--- src/rtl/fu_scoreboard.sv ---
// fu_scoreboard: issue/writeback controller for the multicycle EXE units.
// One entry per unit tracks the destination of the in-flight operation; the
// entries drive structural/RAW/WAW stalls at issue, and a fixed-priority or
// round-robin arbiter serialises unit completions onto the single result path.

// Per-unit entry: holds busy/rd/rd_fp/wr and compares them against the
// instruction currently in ID.
module fu_sb_entry #(
    parameter int REG_AW = 5
) (
    input  logic              clk,
    input  logic              rst,
    input  logic              load,
    input  logic              clear,
    input  logic              issue_wr,
    input  logic [REG_AW-1:0] issue_rd,
    input  logic              issue_rd_fp,
    input  logic [2:0][REG_AW-1:0] rs_id,
    input  logic [2:0]        rs_fp,
    input  logic [2:0]        use_rs,
    output logic              busy,
    output logic              raw_hit,
    output logic              waw_hit
);
    typedef struct packed {
        logic              busy;
        logic              wr;
        logic              rd_fp;
        logic [REG_AW-1:0] rd;
    } entry_t;

    entry_t ent;

    // A source hits when it is read, names this entry's destination in the
    // same register file, and is not integer x0 (FP f0 is a real register).
    function automatic logic src_hit(input logic use_s, input logic [REG_AW-1:0] rs,
                                     input logic fp);
        return use_s && ent.busy && ent.wr && (ent.rd == rs) && (ent.rd_fp == fp) &&
               (fp || (rs != '0));
    endfunction

    // Entry state: load on accepted issue, release on writeback grant.
    // Load and clear never coincide: a busy unit blocks its own issue.
    always_ff @(posedge clk) begin
        if (rst) begin
            ent <= '0;
        end else if (load) begin
            ent <= '{busy: 1'b1, wr: issue_wr, rd_fp: issue_rd_fp, rd: issue_rd};
        end else if (clear) begin
            ent.busy <= 1'b0;
        end
    end

    // Hazard compare against the registered entry only.
    always_comb begin
        busy    = ent.busy;
        raw_hit = src_hit(use_rs[0], rs_id[0], rs_fp[0]) |
                  src_hit(use_rs[1], rs_id[1], rs_fp[1]) |
                  src_hit(use_rs[2], rs_id[2], rs_fp[2]);
        waw_hit = issue_wr && ent.busy && ent.wr && (ent.rd == issue_rd) &&
                  (ent.rd_fp == issue_rd_fp);
    end
endmodule

module fu_scoreboard #(
    parameter int NUM_FU = 9,
    parameter int REG_AW = 5,
    parameter bit RR_ARB = 1'b0
) (
    input  logic              clk,
    input  logic              rst,
    input  logic              issue_valid,
    input  logic [NUM_FU-1:0] issue_fu,
    input  logic              issue_wr,
    input  logic [REG_AW-1:0] issue_rd,
    input  logic              issue_rd_fp,
    input  logic [REG_AW-1:0] rs1_id,
    input  logic [REG_AW-1:0] rs2_id,
    input  logic [REG_AW-1:0] rs3_id,
    input  logic              rs1_fp,
    input  logic              rs2_fp,
    input  logic              rs3_fp,
    input  logic              use_rs1,
    input  logic              use_rs2,
    input  logic              use_rs3,
    input  logic [NUM_FU-1:0] fu_done,
    output logic [NUM_FU-1:0] wb_grant,
    output logic [NUM_FU-1:0] fu_hold,
    output logic              issue_stall,
    output logic              issue_accept,
    output logic [NUM_FU-1:0] busy,
    output logic              empty,
    output logic              err_spurious
);
    localparam int PW = (NUM_FU > 1) ? $clog2(NUM_FU) : 1;

    logic [2:0][REG_AW-1:0] rs_id;
    logic [2:0]             rs_fp;
    logic [2:0]             use_rs;
    logic [NUM_FU-1:0]      raw_vec;
    logic [NUM_FU-1:0]      waw_vec;
    logic [NUM_FU-1:0]      load;
    logic [NUM_FU-1:0]      req;
    logic [PW-1:0]          ptr;
    logic [PW-1:0]          gidx;
    logic                   found;

    assign rs_id  = {rs3_id, rs2_id, rs1_id};
    assign rs_fp  = {rs3_fp, rs2_fp, rs1_fp};
    assign use_rs = {use_rs3, use_rs2, use_rs1};

    // One entry per functional unit.
    for (genvar i = 0; i < NUM_FU; i++) begin : g_ent
        fu_sb_entry #(.REG_AW(REG_AW)) u_ent (
            .clk         (clk),
            .rst         (rst),
            .load        (load[i]),
            .clear       (wb_grant[i]),
            .issue_wr    (issue_wr),
            .issue_rd    (issue_rd),
            .issue_rd_fp (issue_rd_fp),
            .rs_id       (rs_id),
            .rs_fp       (rs_fp),
            .use_rs      (use_rs),
            .busy        (busy[i]),
            .raw_hit     (raw_vec[i]),
            .waw_hit     (waw_vec[i])
        );
    end

    // Issue control: structural, RAW and WAW stalls from registered entries.
    always_comb begin
        issue_stall  = issue_valid & ((|(busy & issue_fu)) | (|raw_vec) | (|waw_vec));
        issue_accept = issue_valid & ~issue_stall;
        load         = issue_accept ? issue_fu : '0;
        empty        = ~|busy;
    end

    // Writeback arbiter: scan from ptr (round-robin) or from 0 (fixed) and
    // grant the first requesting busy unit; losers are held.
    always_comb begin
        logic [PW:0]   sum;
        logic [PW-1:0] idx;
        req      = fu_done & busy;
        wb_grant = '0;
        gidx     = '0;
        found    = 1'b0;
        sum      = '0;
        idx      = '0;
        for (int k = 0; k < NUM_FU; k++) begin
            sum = (RR_ARB ? {1'b0, ptr} : '0) + (PW+1)'(k);
            if (sum >= (PW+1)'(NUM_FU)) sum = sum - (PW+1)'(NUM_FU);
            idx = sum[PW-1:0];
            if (!found && req[idx]) begin
                found         = 1'b1;
                wb_grant[idx] = 1'b1;
                gidx          = idx;
            end
        end
        fu_hold = req & ~wb_grant;
    end

    // Round-robin pointer: moves just past the winner, holds when idle.
    always_ff @(posedge clk) begin
        if (rst)        ptr <= '0;
        else if (found) ptr <= (gidx == PW'(NUM_FU - 1)) ? '0 : gidx + 1'b1;
    end

    // Sticky flag for a completion from a unit with nothing in flight.
    always_ff @(posedge clk) begin
        if (rst)                      err_spurious <= 1'b0;
        else if (|(fu_done & ~busy))  err_spurious <= 1'b1;
    end
endmodule

--- config.mk ---
export PLATFORM = sky130hd
export DESIGN_NAME = fu_scoreboard
export DESIGN_NICKNAME = d
export VERILOG_FILES = /design/src/rtl/fu_scoreboard.sv
export SDC_FILE = /design/constraint.sdc
export NUM_CORES = 1
export LEC_CHECK = 0
export BUFFER_PORTS_ARGS = -buffer_cell sky130_fd_sc_hd__buf_2
export CAP_MARGIN = 15
export CORE_ASPECT_RATIO = 0.8
export CORE_MARGIN = 2
export CORE_UTILIZATION = 60
export CTS_CLUSTER_SIZE = 24
export DETAILED_ROUTE_END_ITERATION = 10
export GPL_ROUTABILITY_DRIVEN = 1
export HOLD_SLACK_MARGIN = 0.03
export PLACE_DENSITY = 0.88
export SETUP_SLACK_MARGIN = 0.5
export SYNTH_ARGS = -nofsm -noshare
export SYNTH_HDL_FRONTEND = slang
export SYNTH_SLANG_ARGS = --single-unit
--- constraint.sdc ---
create_clock -name clk -period 4.5 [get_ports clk]
set_clock_uncertainty 0.2 [all_clocks]
set_input_delay 0.45 -clock clk [delete_from_list [all_inputs] [get_ports clk]]
set_output_delay 0.45 -clock clk [all_outputs]
set_load 0.005 [all_outputs]
# --- Word level (Yosys, flattened, before mapping) ---
# Cells that the tools add are included.
totals:
  regBits: 73
  out_inout_bits: 31
classes:
  eq_ne: 72
  muxes: 35
  bitwise: 29
  n_reduce_logical: 208
op_table:
  columns: ["operator", "count"]
  rows:
  - ["$eq 5x5->1", 36]
  - ["$logic_and 1x1->1", 179]
  - ["$reduce_or 9->1", 5]
  - ["$and 9x9->9", 4]
  - ["$eq 1x1->1", 36]
  - ["$mux 1", 34]
  - ["$or 1x1->1", 20]
  - ["$not 9->9", 2]
  - ["$reduce_bool 2->1", 9]
  - ["$reduce_bool 5->1", 3]
  - ["$logic_not 1->1", 9]
  - ["$mux 9", 1]
  - ["$logic_or 1x1->1", 3]
  - ["$and 1x1->1", 2]
  - ["$not 1->1", 1]

# --- Depth between registers and ports, before layout ---
logic_depth:
  ltp_word: 28
  mapped_depth: 10

# --- By module ---
# From an unflattened synthesis, not the netlist that was laid out.
unflattened:
  cells_unflattened: 810
  hier_area_um2: 6179.7
by_module_without_submodules:
  columns: ["module", "n_inst", "cells_each", "area_each_um2"]
  rows:
  - ["fu_sb_entry", 9, 80, 631.9]
  - ["fu_scoreboard", 1, 90, 493.0]

# --- Worst setup path before layout ---
# Ideal clock, no wire load.
synth_path:
  kind: "input to output"
  startpoint: "input rs2_id[0]"
  endpoint: "output issue_stall"
  arrival_ns: 2.242
  setup_slack_ns: 1.608
  path_stages: 9
  path_buffers: 2
  path_cell_list: "buf_2 -> xnor2_1 -> nand4_1 -> or4_1 -> nand4_1 -> nor4_1 -> o22a_1 -> buf_2 -> a21boi_0"
synth_via:
  elab_chain_len: 10
  elab_cells_between_ends: 60
  classes_between: "9 x eq/ne; 21 x bitwise; 30 x reduce/logical"
synth_rtl:
  columns: ["item", "line_no", "source"]
  rows:
  - ["start: declaration", "78", "input logic [REG_AW-1:0] rs2_id,"]
  - ["$eq 5x5->1", "38", "return use_s && ent.busy && ent.wr && (ent.rd == rs) && (ent.rd_fp == fp) &&"]
  - ["$logic_and 1x1->1 (3 in a row)", "38", null]
  - ["$or 1x1->1", "57", "raw_hit = src_hit(use_rs[0], rs_id[0], rs_fp[0]) |"]
  - ["$or 1x1->1", "58", "src_hit(use_rs[1], rs_id[1], rs_fp[1]) |"]
  - ["$reduce_or 9->1 *", "133", "issue_stall = issue_valid & ((|(busy & issue_fu)) | (|raw_vec) | (|waw_vec));"]
  - ["$or 1x1->1 * (2 in a row)", "133", null]
  - ["$and 1x1->1 *", "133", null]
  - ["end: declaration", "89", "output logic issue_stall,"]
# Every way passes the cells marked *; elsewhere a longest branch is shown, timed or not.

# --- Worst setup path after layout ---
layout_path:
  startpoint: "register g_ent[2].u_ent.ent[5] (netlist bit)"
  endpoint: "output issue_accept"
layout_via:
  elab_chain_len: 11
  elab_cells_between_ends: 20
  classes_between: "4 x eq/ne; 7 x bitwise; 9 x reduce/logical"
layout_rtl:
  columns: ["item", "line_no", "source"]
  rows:
  - ["start: declaration", "32", "entry_t ent;"]
  - ["start signal: assignment", "48", "ent <= '{busy: 1'b1, wr: issue_wr, rd_fp: issue_rd_fp, rd: issue_rd};"]
  - ["$eq 1x1->1", "38", null]
  - ["$logic_and 1x1->1 (2 in a row)", "38", null]
  - ["$or 1x1->1", "57", null]
  - ["$or 1x1->1", "58", null]
  - ["$reduce_or 9->1", "133", null]
  - ["$or 1x1->1", "133", null]
  - ["$or 1x1->1 *", "133", null]
  - ["$and 1x1->1 *", "133", null]
  - ["$not 1->1 *", "134", "issue_accept = issue_valid & ~issue_stall;"]
  - ["$and 1x1->1 *", "134", null]
  - ["end: declaration", "90", "output logic issue_accept,"]
# Marked as above.

==> metrics.md <==
| Metric | Value |
|---|---|
| Max Cap Viol | `0` |
| HPWL after detailed placement | `14640 µm` |
| Drc violations | `0` |
| # resized after CTS | `0` |
| Worst path required time | `3.85 ns` |
| Setup Fix Bufs, Post-CTS | `0` |
| Worst R2R Setup Slack | `1.25 ns` |
| Fin crit share | `0.8023` |
| Critical Path AT | `2.96 ns` |
| Worst slew pin tran | `0.8843 ns` |
| Via count | `5690` |
| Commonest non-fill, non-tap cell in the layout | `xnor2_1` |
| Clock Latency Late Sink | `0.36 ns` |
| Vias in the first global route | `5573` |
| Layout cells sized above 1 | `0.1404` |
| First-pass GRT wire length | `32000 µm` |
| Pwr Density | `323.3 nW/µm²` |
| Global Route Usage Sum | `0.3724` |
| Port-buffer cells | `78` |
| Worst-path maximum fanout | `13` |
| EDFF count, synth | `0` |
| Largest net degree at the start of global routing | `44` |
| Critical path class | `flop to primary output` |
| H-tree levels | `3` |
| Area of the multi-input gates | `4287 µm²` |
| Reg-to-Reg End | `g_ent[8].u_ent.ent[6]$_SDFFE_PP0P_` |
| Root buffer cell | `clkbuf_16` |
| Fmax | `277.0 MHz` |
| Layout fillers | `840` |
| Worst setup margin | `0.8895 ns` |
| Final TNS setup | `0 ns` |
| Ys async rst share | `0` |
| Clock Sinks | `73` |
| Max-slew violation count | `0` |
| Synthesis-stage register bit count | `73` |
| Leak | `2.793 nW` |
| Post-synth cell types | `34` |
| CP Launch Point | `g_ent[2].u_ent.ent[5]$_SDFFE_PP0P_` |
| Number of antenna violations at the first check in global routing | `0` |
| Commonest non-fill, non-tap cells in the layout | `121 x xnor2_1, 95 x xor2_1, 78 x buf_2` |
| CTS tree | `done` |
| CTS Buf Count | `9` |
| Sequential fraction of the synthesis area | `0.2287` |
| CP endpoint | `issue_accept` |
| Cts hold-fix bufs | `0` |
| Full die area | `11500 µm²` |
| YS warnings | `0` |
| I/O Pins | `80` |
| First drt pass iteration count | `7` |
| Total area of sequential cells | `1461 µm²` |
| Grt total ovfl | `0` |
| Worst r2r path cells | `8` |
| Final Hold Fails | `0` |
| Vias/cell | `6.459` |
| Hold Path Class | `primary input to flop` |
| Post-Place Worst Slack | `1.073 ns` |
| Placer Congestion | `1.029` |
| Cell count after synthesis | `775` |
| Outcome | `complete, no violations` |
| Mapped cell area | `6391 µm²` |
| Worst setup SP type | `flop` |
| Initial core utilization | `0.6192` |
| Routed WL | `21120 µm` |
| Antenna diode count | `0` |
| RSZ-0062 raised after global routing | `no` |
| Finish-stage setup viols | `0` |
| FP Rows | `33` |
| Post-synthesis average cell area | `8.247 µm²` |
| Initial DRC count | `732` |
| Dominant synthesized flop cell | `dfxtp_1` |
| Syn nets | `824` |
| Minimum clock period | `3.611 ns` |
| DRT antenna net count | `0` |
| Core Area | `10320 µm²` |
| Crit end category | `primary output` |
| Post-DR wirelength/cell | `23.97 µm` |
| Worst r2r src | `g_ent[2].u_ent.ent[5]$_SDFFE_PP0P_` |
| Max Root-Sink Buffers | `2` |
| Slew Limit Headroom | `0.4104` |
| Clk slew on worst S/H paths | `0.06 ns` |
| Worst VDD drop | `0.0002455 V` |
| NumNets Final | `785` |
| Die Ht | `96.31 µm` |
| Layout overhead on the synthesized area | `4.718%` |
| Die Wd | `119.4 µm` |
## logic make-up (layout without fill, tap and decap cells)
logic type | Yosys count | in the layout | share of synthesized area
other | 1 | 1 | 0.0005868
buffers and inverters | 139 | 105 | 0.1006
AOI/OAI and AO/OA | 34 | 34 | 0.03426
muxes | 63 | 63 | 0.09867
and+or+nand+nor | 249 | 249 | 0.2412
DFF | 73 | 73 | 0.2287
xor gates and xnor gates | 216 | 216 | 0.2960
## cell usage after synthesis, types with 2 or more instances
| cell | instances | share of area |
|---|---|---|
| o22ai_1 | 2 | 0.0020 |
| or4_1 | 3 | 0.0035 |
| nand4_4 | 7 | 0.023 |
| buf_1 | 13 | 0.0076 |
| buf_6 | 2 | 0.0035 |
| nand4_1 | 41 | 0.040 |
| mux2i_1 | 63 | 0.099 |
| and4_1 | 2 | 0.0027 |
| xnor2_1 | 121 | 0.17 |
| nor3_1 | 4 | 0.0031 |
| a22oi_1 | 3 | 0.0035 |
| nand3_1 | 42 | 0.033 |
| o21ai_0 | 4 | 0.0031 |
| clkbuf_1 | 67 | 0.039 |
| xor2_1 | 95 | 0.13 |
| inv_1 | 10 | 0.0059 |
| and3_1 | 5 | 0.0049 |
| dfxtp_1 | 73 | 0.23 |
| a21oi_1 | 16 | 0.013 |
| nand2_1 | 18 | 0.011 |
| nand2b_1 | 74 | 0.072 |
| buf_4 | 19 | 0.022 |
| nor4_1 | 39 | 0.038 |
| nor2_1 | 13 | 0.0076 |
| a221oi_1 | 3 | 0.0041 |
| buf_2 | 28 | 0.022 |
## worst max-delay path, stage by stage (launching register included)
cell     delay [ns]
dfxtp_1        0.51
xor2_1         0.18
nor4_1         0.08
nand4_1        0.16
nand4_1        0.14
nor4_1         0.35
o22a_1         0.77
and3_1         0.28
buf_2          0.11
## registers in the layout, summed over array words and instances, names as in the netlist
signal,cells
err_spurious,1
g_ent.u_ent.ent,63
g_ent.u_ent.busy,9
## worst min path at each step
stage                                         endpoint                               start  slack, ns  depth (start not counted)
floorplan           g_ent[0].u_ent.ent[6]$_SDFFE_PP0P_  g_ent[0].u_ent.ent[6]$_SDFFE_PP0P_       0.29                          2
global placement             err_spurious$_SDFFE_PP0P_           err_spurious$_SDFFE_PP0P_       0.29                          2
detailed placement           err_spurious$_SDFFE_PP0P_           err_spurious$_SDFFE_PP0P_       0.32                          2
CTS                          err_spurious$_SDFFE_PP0P_                          fu_done[1]       0.22                          3
global route                 err_spurious$_SDFFE_PP0P_                          fu_done[1]       0.26                          3
finish                       err_spurious$_SDFFE_PP0P_                          fu_done[1]       0.22                          3
## through the flow
step	power, W	hold WS, ns	util	cell area [µm²]	cells
after floorplan	0.001213	0.2877	-	6391	775
after global placement	0.001307	0.2948	0.6160	6359	865
after detailed placement	0.001333	0.3172	0.6160	6359	865
after CTS	0.002144	0.2233	0.6484	6693	881
after global routing	0.002229	0.2617	0.6484	6693	881
final	0.002164	0.2226	0.6484	6693	881
## where the power goes
group          switching (W)  internal (W)
registers           0.000116      0.000694
logic               0.000296      0.000236
clock network       0.000324      0.000498
## metal layers
layer	wire (µm)	GRT usage	up-vias
li1	-	-	2488
met5	0	0	-
met3	2990	0.1120	94
met1	8194	0.4779	2675
met2	8954	0.5656	433
met4	978	0.2010	0
## area by class of cell
cell class | count | share of cell area
Sequential cell | 73 | 0.2184
Clock inverter | 7 | 0.01626
Inverter | 10 | 0.005609
Multi-Input combinational cell | 563 | 0.6405
Tap cell | 140 | 0.02617
Clock buffer | 9 | 0.03365
Timing Repair Buffer | 79 | 0.05945
No activity file was read; power rests on OpenSTA's default activity.
